[src/rtl/row_result_drain_pkg.sv]
// Shared systolic-row constants, drain FSM state type and slice helpers.
package row_result_drain_pkg;

  // Default row geometry shared with the PE row
  localparam int PKG_M = 18;
  localparam int PKG_S = 8;

  typedef enum logic {
    IDLE  = 1'b0,
    DRAIN = 1'b1
  } drain_state_t;

  // Element index width, never narrower than one bit (covers S=1)
  function automatic int idx_width(input int s);
    return (s > 1) ? $clog2(s) : 1;
  endfunction

  // Low bit offset of column k in a packed row; column 0 is the MSB slice
  function automatic int slice_lo(input int k, input int s, input int m);
    return (s - k - 1) * m;
  endfunction

endpackage

[src/rtl/row_result_drain_if.sv]
// Valid/ready element stream leaving the drain toward result writeback.
interface row_result_drain_if
  import row_result_drain_pkg::*;
#(
  parameter int M = PKG_M,
  parameter int S = PKG_S
);
  localparam int IW = idx_width(S);

  logic [M-1:0]  data;
  logic          valid;
  logic          ready;
  logic [IW-1:0] idx;
  logic          last;

  modport master (output data, valid, idx, last, input ready);
  modport slave  (input data, valid, idx, last, output ready);

endinterface

[src/rtl/row_result_drain_bank_store.sv]
// Two-bank ping-pong storage for captured rows, with element read mux.
module drain_bank_store
  import row_result_drain_pkg::*;
#(
  parameter int M  = PKG_M,
  parameter int S  = PKG_S,
  parameter int IW = idx_width(PKG_S)
) (
  input  logic          clk,
  input  logic [1:0]    we,
  input  logic [S*M-1:0] wdata,
  input  logic          rd_bank,
  input  logic [IW-1:0] idx,
  output logic [M-1:0]  rdata
);

  logic [S*M-1:0] bank0;
  logic [S*M-1:0] bank1;
  logic [S*M-1:0] sel_row;

  // Capture the whole row into whichever bank is write-enabled
  always_ff @(posedge clk) begin
    if (we[0]) bank0 <= wdata;
    if (we[1]) bank1 <= wdata;
  end

  // Pick the bank being drained, then the column slice at idx
  always_comb begin
    sel_row = rd_bank ? bank1 : bank0;
    rdata   = sel_row[slice_lo(int'(idx), S, M) +: M];
  end

endmodule

[src/rtl/row_result_drain.sv]
// Captures a PE row's accumulator bus on cap and streams it out one
// element per cycle; ping-pong banks let the next row land mid-drain.
module row_result_drain
  import row_result_drain_pkg::*;
#(
  parameter int M = PKG_M,
  parameter int S = PKG_S
) (
  input  logic            clk,
  input  logic            rst,
  input  logic            cap,
  input  logic [S*M-1:0]  row_data,
  row_result_drain_if.master out,
  output logic            busy,
  output logic            full,
  output logic            overrun,
  input  logic            clr_ovr
);

  localparam int IW = idx_width(S);

  drain_state_t  state;
  logic [IW-1:0] idx;
  logic          rd_bank;
  logic          wr_bank;
  logic [1:0]    bank_full;
  logic [1:0]    we;
  logic [M-1:0]  rd_elem;
  logic          accept;
  logic          last_el;
  logic          final_accept;
  logic          cap_ok;
  logic          cap_drop;

  assign accept       = out.valid && out.ready;
  assign last_el      = (idx == IW'(S - 1));
  assign final_accept = accept && last_el;
  // A final accept frees a bank on this same edge, so a cap is still taken
  assign cap_ok       = cap && (!(&bank_full) || final_accept);
  assign cap_drop     = cap && !cap_ok;
  assign we           = cap_ok ? (wr_bank ? 2'b10 : 2'b01) : 2'b00;

  drain_bank_store #(
    .M  (M),
    .S  (S),
    .IW (IW)
  ) u_store (
    .clk     (clk),
    .we      (we),
    .wdata   (row_data),
    .rd_bank (rd_bank),
    .idx     (idx),
    .rdata   (rd_elem)
  );

  // Drain FSM with bank pointers, fill flags and sticky overrun
  always_ff @(posedge clk or negedge rst) begin
    if (!rst) begin
      state     <= IDLE;
      idx       <= '0;
      rd_bank   <= 1'b0;
      wr_bank   <= 1'b0;
      bank_full <= 2'b00;
      overrun   <= 1'b0;
    end else begin
      if (final_accept) bank_full[rd_bank] <= 1'b0;
      if (cap_ok) begin
        bank_full[wr_bank] <= 1'b1;
        wr_bank            <= ~wr_bank;
      end

      if (cap_drop)     overrun <= 1'b1;
      else if (clr_ovr) overrun <= 1'b0;

      case (state)
        IDLE: begin
          if (cap_ok || bank_full[rd_bank]) state <= DRAIN;
        end
        DRAIN: begin
          if (accept) begin
            if (last_el) begin
              idx     <= '0;
              rd_bank <= ~rd_bank;
              if (!(bank_full[~rd_bank] || cap_ok)) state <= IDLE;
            end else begin
              idx <= idx + IW'(1);
            end
          end
        end
        default: state <= IDLE;
      endcase
    end
  end

  assign out.valid = (state == DRAIN);
  assign out.data  = out.valid ? rd_elem : '0;
  assign out.idx   = idx;
  assign out.last  = out.valid && last_el;
  assign busy      = |bank_full;
  assign full      = &bank_full;

endmodule

[src/flat_wrapper.sv]
// flat-port wrapper written by rule: the top's interface ports become plain ports
module row_result_drain_flat import row_result_drain_pkg::*;
#(
  parameter int M = PKG_M,
  parameter int S = PKG_S
)
  (clk, rst, cap, row_data, busy, full, overrun, clr_ovr, out_data, out_valid, out_idx, out_last, out_ready);
  row_result_drain_if #(.M(M), .S(S)) out_i ();
  input  logic clk;
  input  logic rst;
  input  logic cap;
  input  logic [S*M-1:0] row_data;
  output logic busy;
  output logic full;
  output logic overrun;
  input  logic clr_ovr;
  output wire logic [$bits(out_i.data)-1:0] out_data;
  output wire logic [$bits(out_i.valid)-1:0] out_valid;
  output wire logic [$bits(out_i.idx)-1:0] out_idx;
  output wire logic [$bits(out_i.last)-1:0] out_last;
  input wire logic [$bits(out_i.ready)-1:0] out_ready;
  assign out_data = out_i.data;
  assign out_valid = out_i.valid;
  assign out_idx = out_i.idx;
  assign out_last = out_i.last;
  assign out_i.ready = out_ready;
  row_result_drain #(.M(M), .S(S)) u_core (.clk(clk), .rst(rst), .cap(cap), .row_data(row_data), .out(out_i), .busy(busy), .full(full), .overrun(overrun), .clr_ovr(clr_ovr));
endmodule
[config.mk]
export PLATFORM = sky130hd
export DESIGN_NAME = row_result_drain_flat
export DESIGN_NICKNAME = d
export VERILOG_FILES = /design/src/rtl/row_result_drain_pkg.sv /design/src/rtl/row_result_drain_if.sv /design/src/rtl/row_result_drain_bank_store.sv /design/src/rtl/row_result_drain.sv /design/src/flat_wrapper.sv
export SDC_FILE = /design/constraint.sdc
export NUM_CORES = 1
export LEC_CHECK = 0
export CAP_MARGIN = 20
export CORE_ASPECT_RATIO = 0.9
export CORE_MARGIN = 5
export CORE_UTILIZATION = 46
export CTS_CLUSTER_DIAMETER = 100
export DETAILED_ROUTE_END_ITERATION = 12
export GPL_ROUTABILITY_DRIVEN = 0
export MAX_ROUTING_LAYER = met4
export PLACE_DENSITY = 0.67
export RECOVER_POWER = 50
export SETUP_SLACK_MARGIN = 0.5
export SLEW_MARGIN = 20
export SYNTH_ARGS = -nofsm -noshare
export SYNTH_HDL_FRONTEND = slang
export SYNTH_HIERARCHICAL = 1
export SYNTH_SLANG_ARGS = --single-unit
export TNS_END_PERCENT = 5
[constraint.sdc]
create_clock -name clk -period 14.3 [get_ports clk]
set_input_delay 4.29 -clock clk [delete_from_list [all_inputs] [get_ports clk]]
set_output_delay 4.29 -clock clk [all_outputs]
set_load 0.1 [all_outputs]
Word level (Yosys, flattened, before mapping)
Index checks and enable logic that the tools add are counted.
{"block": "word_totals", "register_bits": 297, "latchBits": 0, "mem_bits_rw": 0, "rom_bits": 0, "inputBits": 149, "output_inout_bits": 26, "elab_cells": 64, "memories": 0}
{"block": "op_classes", "n_addsub": 3, "multipliers": 1, "div_mod_pow": 0, "magnitude_cmp": 5, "n_eq_ne": 1, "shift": 1, "n_mux": 22, "bitwise_logic": 6, "n_reduce_logical": 17}
{"op": "2-to-1 mux 144 bit", "count": 1}
{"op": "variable part select 144 x 12 -> 18 bit", "count": 1}
{"op": "2-to-1 mux 18 bit", "count": 1}
{"op": "2-to-1 mux 1 bit", "count": 12}
{"op": "multiplier 6 x 5 -> 11 bit, second input constant", "count": 1}
{"op": "2-to-1 mux 2 bit", "count": 4}
{"op": "logical AND 1 bit", "count": 7}
{"op": "less-than comparator 1 x 2 -> 1 bit, second input constant", "count": 3}
{"op": "subtractor 5 x 2 -> 6 bit, second input constant", "count": 1}
{"op": "subtractor 4 x 3 -> 5 bit, first input constant", "count": 1}
{"op": "AND reduction 2 bit", "count": 2}
{"op": "adder 3 x 1 -> 3 bit, second input constant", "count": 1}
{"op": "== test 3 bit, second input constant", "count": 1}
{"op": "logical OR 1 bit", "count": 3}
{"op": "2-to-1 mux 3 bit", "count": 1}
{"op": "NOT 1 bit", "count": 3}
{"op": "AND reduction 3 bit", "count": 1}
{"op": "bitwise AND 2 bit", "count": 1}
{"op": "demux 1 bit (select 1 bit)", "count": 2}
{"op": ">= comparator 1 bit, second input constant", "count": 2}
{"op": "logical NOT 1 bit", "count": 2}
{"op": "NOT 2 bit", "count": 1}
{"op": "bitwise OR 2 bit", "count": 1}
{"op": "one-hot mux 1 bit (2 select lines)", "count": 1}
{"op": "2 further kinds", "count": 2}

Depth between registers and ports, before layout
{"block": "logic_depth", "ltp_word": 9, "mapped_depth": 31, "ltp_nobuf": 19}

Modules after synthesis
The synthesis kept the hierarchy.
{"mod": "drain_bank_store", "instances": 1, "cells_each": 1506, "area_per_inst_um2": 16893.7, "seq_area_each_um2": 8648.3}
{"mod": "row_result_drain", "instances": 1, "cells_each": 60, "area_per_inst_um2": 575.6, "seq_area_each_um2": 225.2}

Worst setup path after synthesis
No wires, ideal clock.
{"block": "synth_path", "path_kind": "reg-to-output", "start": "register u_core.idx[0], in the netlist u_core/out.idx[0]", "end": "output port out_data[16]", "arrival_time_ps": 7109, "required_time_ps": 10010, "path_slack_ps": 2901, "path_stages_with_launch": 31, "path_buffers": 12, "cell_sequence": "dfrtp_1 -> buf_2 -> inv_2 -> buf_2 -> buf_2 -> buf_1 -> ha_1 -> clkbuf_1 -> buf_2 -> buf_2 -> buf_2 -> buf_2 -> nand2_1 -> a21oi_1 -> nor2_1 -> nor2_1 -> ha_1 -> ha_1 -> inv_1 -> fa_1 -> nand2b_1 -> a21oi_2 -> xnor2_1 -> clkbuf_1 -> clkbuf_1 -> clkbuf_1 -> o2111ai_1 -> o211ai_1 -> o21ai_0 -> o22ai_1 -> and2_1"}
{"block": "synth_via", "elab_chain_len": 5}
{"element": "start: declaration", "line_no": "row_result_drain.sv:23", "rtl": "logic [IW-1:0] idx;"}
{"element": "start signal: assignment", "line_no": "row_result_drain.sv:86", "rtl": "idx <= idx + IW'(1);"}
{"element": "subtractor 4 x 3 -> 5 bit", "line_no": "row_result_drain_pkg.sv:20", "rtl": "return (s - k - 1) * m;"}
{"element": "subtractor 5 x 2 -> 6 bit", "line_no": "row_result_drain_pkg.sv:20"}
{"element": "multiplier 6 x 5 -> 11 bit", "line_no": "row_result_drain_pkg.sv:20"}
{"element": "variable part select 144 x 12 -> 18 bit", "line_no": "row_result_drain_bank_store.sv:30", "rtl": "rdata = sel_row[slice_lo(int'(idx), S, M) +: M];"}
{"element": "net u_core.rd_elem[16]", "line_no": "row_result_drain.sv:28", "rtl": "logic [M-1:0] rd_elem;"}
{"element": "2-to-1 mux 18 bit", "line_no": "row_result_drain.sv:96", "rtl": "assign out.data = out.valid ? rd_elem : '0;"}
{"element": "end: declaration", "line_no": "flat_wrapper.sv:17", "rtl": "output wire logic [$bits(out_i.data)-1:0] out_data;"}
The timed path passes the listed nets, and every way through them passes these cells.

Worst setup path in the final report
{"block": "layout_path", "start": "register u_core.idx[0], in the netlist u_core/out.idx[0]", "end": "output port out_data[4]"}
The elaborated chain is that of the path after synthesis.

==> metrics list <==
- Result of the run: finished with violations
* Violated checks: capacitance limit, slew limit
- The most numerous cell type found on the critical path is sky130_fd_sc_hd__buf_4.
- Dividing the final minimum period by the clock period gives 0.875.
* Clock buffer count from CTS: 30
- Static timing analysis puts the maximum clock frequency at 79.9 MHz.
* Die boundary height: 195 um
- Post-Route Skew: 0.0180 ns
- Global-route wire length before repair: ~85 mm
- Tightest Pin Transition: roughly 1.6 ns
- Post-CTS sizing: 0
- For the worst-skew pair, the clock arrives at the later sink with an insertion delay of 0.58 ns.
- The signal on the critical path passes through buf_4, inv_2, ha_2, buf_4, nand2b_2, nand2_1, inv_1, ha_1, ha_1, inv_1, fa_1, nand2b_1, a21oi_2, xnor2_2, buf_4, nand2_1, nor2_1, a211oi_1, nor4_1, or4_1, and2_1, clkdlybuf4s50_1.
- In this run the most critical hold path is launched from u_core/overrun$_DFFE_PN0P_.
* Start of the worst register-to-register path: u_core/out.idx[0]$_DFFE_PN0P_
* Critical-path cell with the highest stage delay: sky130_fd_sc_hd__clkdlybuf4s50_1
* Dominant cells by area after synthesis: sky130_fd_sc_hd__edfxtp_1 50%, sky130_fd_sc_hd__mux2i_1 5.7%, sky130_fd_sc_hd__mux2_2 5.5%
- Area grow syn2layout: 16.5%
- The netlist uses 76 different library cells.
* Post-route DRC: 0
- Hold-fix buffers at CTS: 0
* End point of the most critical hold path: u_core/overrun$_DFFE_PN0P_
* Clock tree from TritonCTS: built
- Entering global routing, the biggest net connects 77 pins.
- Clock tree synthesis selected as its root buffer the cell sky130_fd_sc_hd__clkbuf_16.
- WL final: 57.3 mm
- Commonest cells after routing, fill and taps aside: 288 x sky130_fd_sc_hd__edfxtp_1, 146 x sky130_fd_sc_hd__dlygate4sd3_1, 128 x sky130_fd_sc_hd__nand2_1, 116 x sky130_fd_sc_hd__nor2_1, 113 x sky130_fd_sc_hd__o22ai_1
- For this run, the post-layout net count is 1830.
- Fraction of synthesized cell area taken by the top area cell type: 0.495
- Number of storage elements in the synthesis netlist: 297
- Of all cell types, the one taking the most synthesized area is sky130_fd_sc_hd__edfxtp_1.
- Setup violations remaining at the end of the flow were counted as 0.
- Initial detailed-routing violation count: 2821
* Total global routing track utilization: 0.268
* Post-route minimum period: 12.51 ns
- Antenna violations before repair: 3
- Global routing finished with a remaining overflow of 0.
* Final-layout setup total negative slack: 0 ns
* Bufs and invs on worst path: 7
- The floorplan step set the die width to 215 um.
- At the worst endpoint, the required time is between 10 and 15 ns.
* Number of setup buffers added after CTS: 0
- Worst Path Arrival: 8.22 ns
* Count of warnings emitted by yosys: 6
* Number of global-route vias before repair: ~14000
- Critical path peak fanout: 56
- Clock Sinks: 297
- FP Rows: 67
* Top_reg_cell synth: sky130_fd_sc_hd__edfxtp_1
- Detailed placement ended at an HPWL of 40.4 mm.
- The hold violation total from the final report is 0.
- Max-slew violations: 20
- The worst register-to-register path has a setup slack of 9.48 ns.
- The share of the Yosys chip area taken by registers is 0.508.
- The cell family contributing the most delay on the critical path is buffers and inverters.
- The endpoint identified for the worst register-to-register timing path is u_core/u_store/bank0[39]$_DFFE_PP_.
- In this run the remaining antenna-violating nets after routing total 0.
* Clock slew at the register clock pins of the worst setup and hold paths: about 0.06 ns
- Along the worst hold path, the cell count comes to 1.
* MaxCap Viol Count: 1
* Category of the worst setup path capture point: output pin
* Maximum clock path buffer count: 3
- DR WL/cell: ~26 um
- Using the TritonRoute via totals, the vias-per-cell ratio works out to 6.80.
- In the final layout, the share of cells above drive strength 1 is 0.120.
* Worst-case headroom to the max-slew limit: -0.0463
- In this run the cell area of the synthesized design comes to 0.0175 sq mm.
- Number of synthesized flops with an enable pin: 288
* Number of cells produced by synthesis: 1566
- In this run the number of H-tree levels came out at 1.
* Crit Path Class: reg2out
* Synth Net Count: 1728
- During placement, the flow inserted port buffers numbering 174.
* Unrepaired setup endpoints after global routing: false
- Worst stage delay on the critical path: approximately 1.1 ns
- Counting the fill cells in the layout gives 3254.
* Core region area: 0.0374 sq mm
- Total iterations of the first detailed-routing run: 10
- Most common cell after layout, fill and taps aside: sky130_fd_sc_hd__edfxtp_1
- The worst setup path is launched from a flop.
* R2R depth: 8
- Die area: 0.0420 sq mm
* Total number of vias: 14800
* Type of the worst min-delay path: reg2reg
- Synthesized area per cell: 11.2 sq um
* FFs w/ async S/R, synth: 0.0303
- I/O pins: 175
- Starting Density: 0.467
[through the flow]
stage / cells / utilization / hold slack (ns) / setup slack, ns / area, sq um
6_report: 2176 / 0.544 / 0.494 / 1.79 / 20400
5_1_grt: 2176 / 0.544 / 0.532 / 1.52 / 20400
4_1_cts: 2173 / 0.545 / 0.497 / 1.99 / 20400
3_5_place_dp: 2119 / 0.520 / 0.483 / 2.62 / 19400
3_3_place_gp: 2119 / 0.520 / 0.479 / 2.69 / 19400
2_1_floorplan: 1566 / - / 0.507 / 2.90 / 17500
[layout make-up]
class / count / area (sq um) / area share
diodes: 3 / 7.51 / 0.000369
clock buffers: 38 / 781 / 0.0384
clock inverters: 16 / 154 / 0.00756
inverters: 21 / 78.8 / 0.00387
multi-input cells: 1116 / 7900 / 0.388
flip-flops and latches: 297 / 8880 / 0.436
well taps: 483 / 604 / 0.0297
repair buffers: 202 / 1950 / 0.0959
[registers in the layout (all words and copies together), names as in the netlist]
name	count
u_core/bank_full	2
u_core/out.idx	3
u_core/out.valid	1
u_core/overrun	1
u_core/rd_bank	1
u_core/u_store/bank0	144
u_core/u_store/bank1	144
u_core/wr_bank	1
[cell families after synthesis]
kind of cell / after synthesis / synth area share
fa+ha+maj: 13 / 0.00974
buf+inv: 153 / 0.0418
simple gates: 444 / 0.120
xor+xnor: 5 / 0.00294
mux: 210 / 0.145
flops: 297 / 0.508
compound gates: 444 / 0.173
[worst max-delay path by stage]
stage | startpoint | endpoint | slack, ns | depth (start not counted)
after floorplan | u_core/out.idx[0]$_DFFE_PN0P_ | out_data[16] | 2.90 | 30
after global placement | u_core/out.idx[0]$_DFFE_PN0P_ | out_data[6] | 2.69 | 22
after detailed placement | u_core/out.idx[0]$_DFFE_PN0P_ | out_data[6] | 2.62 | 22
after CTS | u_core/out.idx[0]$_DFFE_PN0P_ | out_data[6] | 1.99 | 22
after global routing | u_core/out.idx[0]$_DFFE_PN0P_ | out_data[14] | 1.52 | 22
final | u_core/out.idx[0]$_DFFE_PN0P_ | out_data[4] | 1.79 | 22
[worst register-to-register path: stages, from the launching register on]
cell and delay [ns]:
sky130_fd_sc_hd__dfrtp_2 0.34, sky130_fd_sc_hd__buf_4 0.30, sky130_fd_sc_hd__buf_4 0.58, sky130_fd_sc_hd__ha_1 0.27, sky130_fd_sc_hd__ha_1 0.21, sky130_fd_sc_hd__nand3_1 0.22, sky130_fd_sc_hd__a21o_1 0.34, sky130_fd_sc_hd__nor2_1 1.18
sky130_fd_sc_hd__buf_4 0.88
[synth_stat cells (6+ instances only)]
| library cell | number |
|---|---|
| sky130_fd_sc_hd__buf_6 | 11 |
| sky130_fd_sc_hd__buf_2 | 39 |
| sky130_fd_sc_hd__o2111ai_1 | 9 |
| sky130_fd_sc_hd__nor2_1 | 117 |
| sky130_fd_sc_hd__nand3_1 | 33 |
| sky130_fd_sc_hd__a211oi_1 | 24 |
| sky130_fd_sc_hd__a31oi_1 | 12 |
| sky130_fd_sc_hd__nand4_1 | 9 |
| sky130_fd_sc_hd__nor4_1 | 19 |
| sky130_fd_sc_hd__o22ai_1 | 113 |
| sky130_fd_sc_hd__inv_1 | 19 |
| sky130_fd_sc_hd__edfxtp_1 | 288 |
| sky130_fd_sc_hd__buf_4 | 6 |
| sky130_fd_sc_hd__o32ai_1 | 6 |
| sky130_fd_sc_hd__a21oi_1 | 65 |
| sky130_fd_sc_hd__nor3_1 | 51 |
| sky130_fd_sc_hd__a2111oi_0 | 8 |
| sky130_fd_sc_hd__buf_1 | 20 |
| sky130_fd_sc_hd__a211o_1 | 8 |
| sky130_fd_sc_hd__a22oi_1 | 57 |
| sky130_fd_sc_hd__nand2b_1 | 8 |
| sky130_fd_sc_hd__nor2b_1 | 6 |
| sky130_fd_sc_hd__mux2i_1 | 99 |
| sky130_fd_sc_hd__a22o_1 | 7 |
| sky130_fd_sc_hd__a221oi_1 | 8 |
| sky130_fd_sc_hd__and3_1 | 8 |
| sky130_fd_sc_hd__or3_1 | 18 |
| sky130_fd_sc_hd__o21ai_0 | 51 |
| sky130_fd_sc_hd__clkbuf_1 | 55 |
| sky130_fd_sc_hd__mux4_2 | 25 |
| sky130_fd_sc_hd__dfrtp_1 | 9 |
| sky130_fd_sc_hd__nand2_1 | 129 |
| sky130_fd_sc_hd__and2_1 | 25 |
| sky130_fd_sc_hd__ha_1 | 12 |
| sky130_fd_sc_hd__o211ai_1 | 22 |
| sky130_fd_sc_hd__mux2_2 | 85 |
[per-layer routing]
layer,track usage,vias up,part of all wire
met1,0.370,6978,0.40
met3,0.0899,234,0.14
met5,-,-,0
met2,0.377,1192,0.42
li1,-,6391,-
met4,0.0796,0,0.045
Power is not shown: default switching activity piles up to over one toggle a cycle in this logic, so the estimate is an artifact.
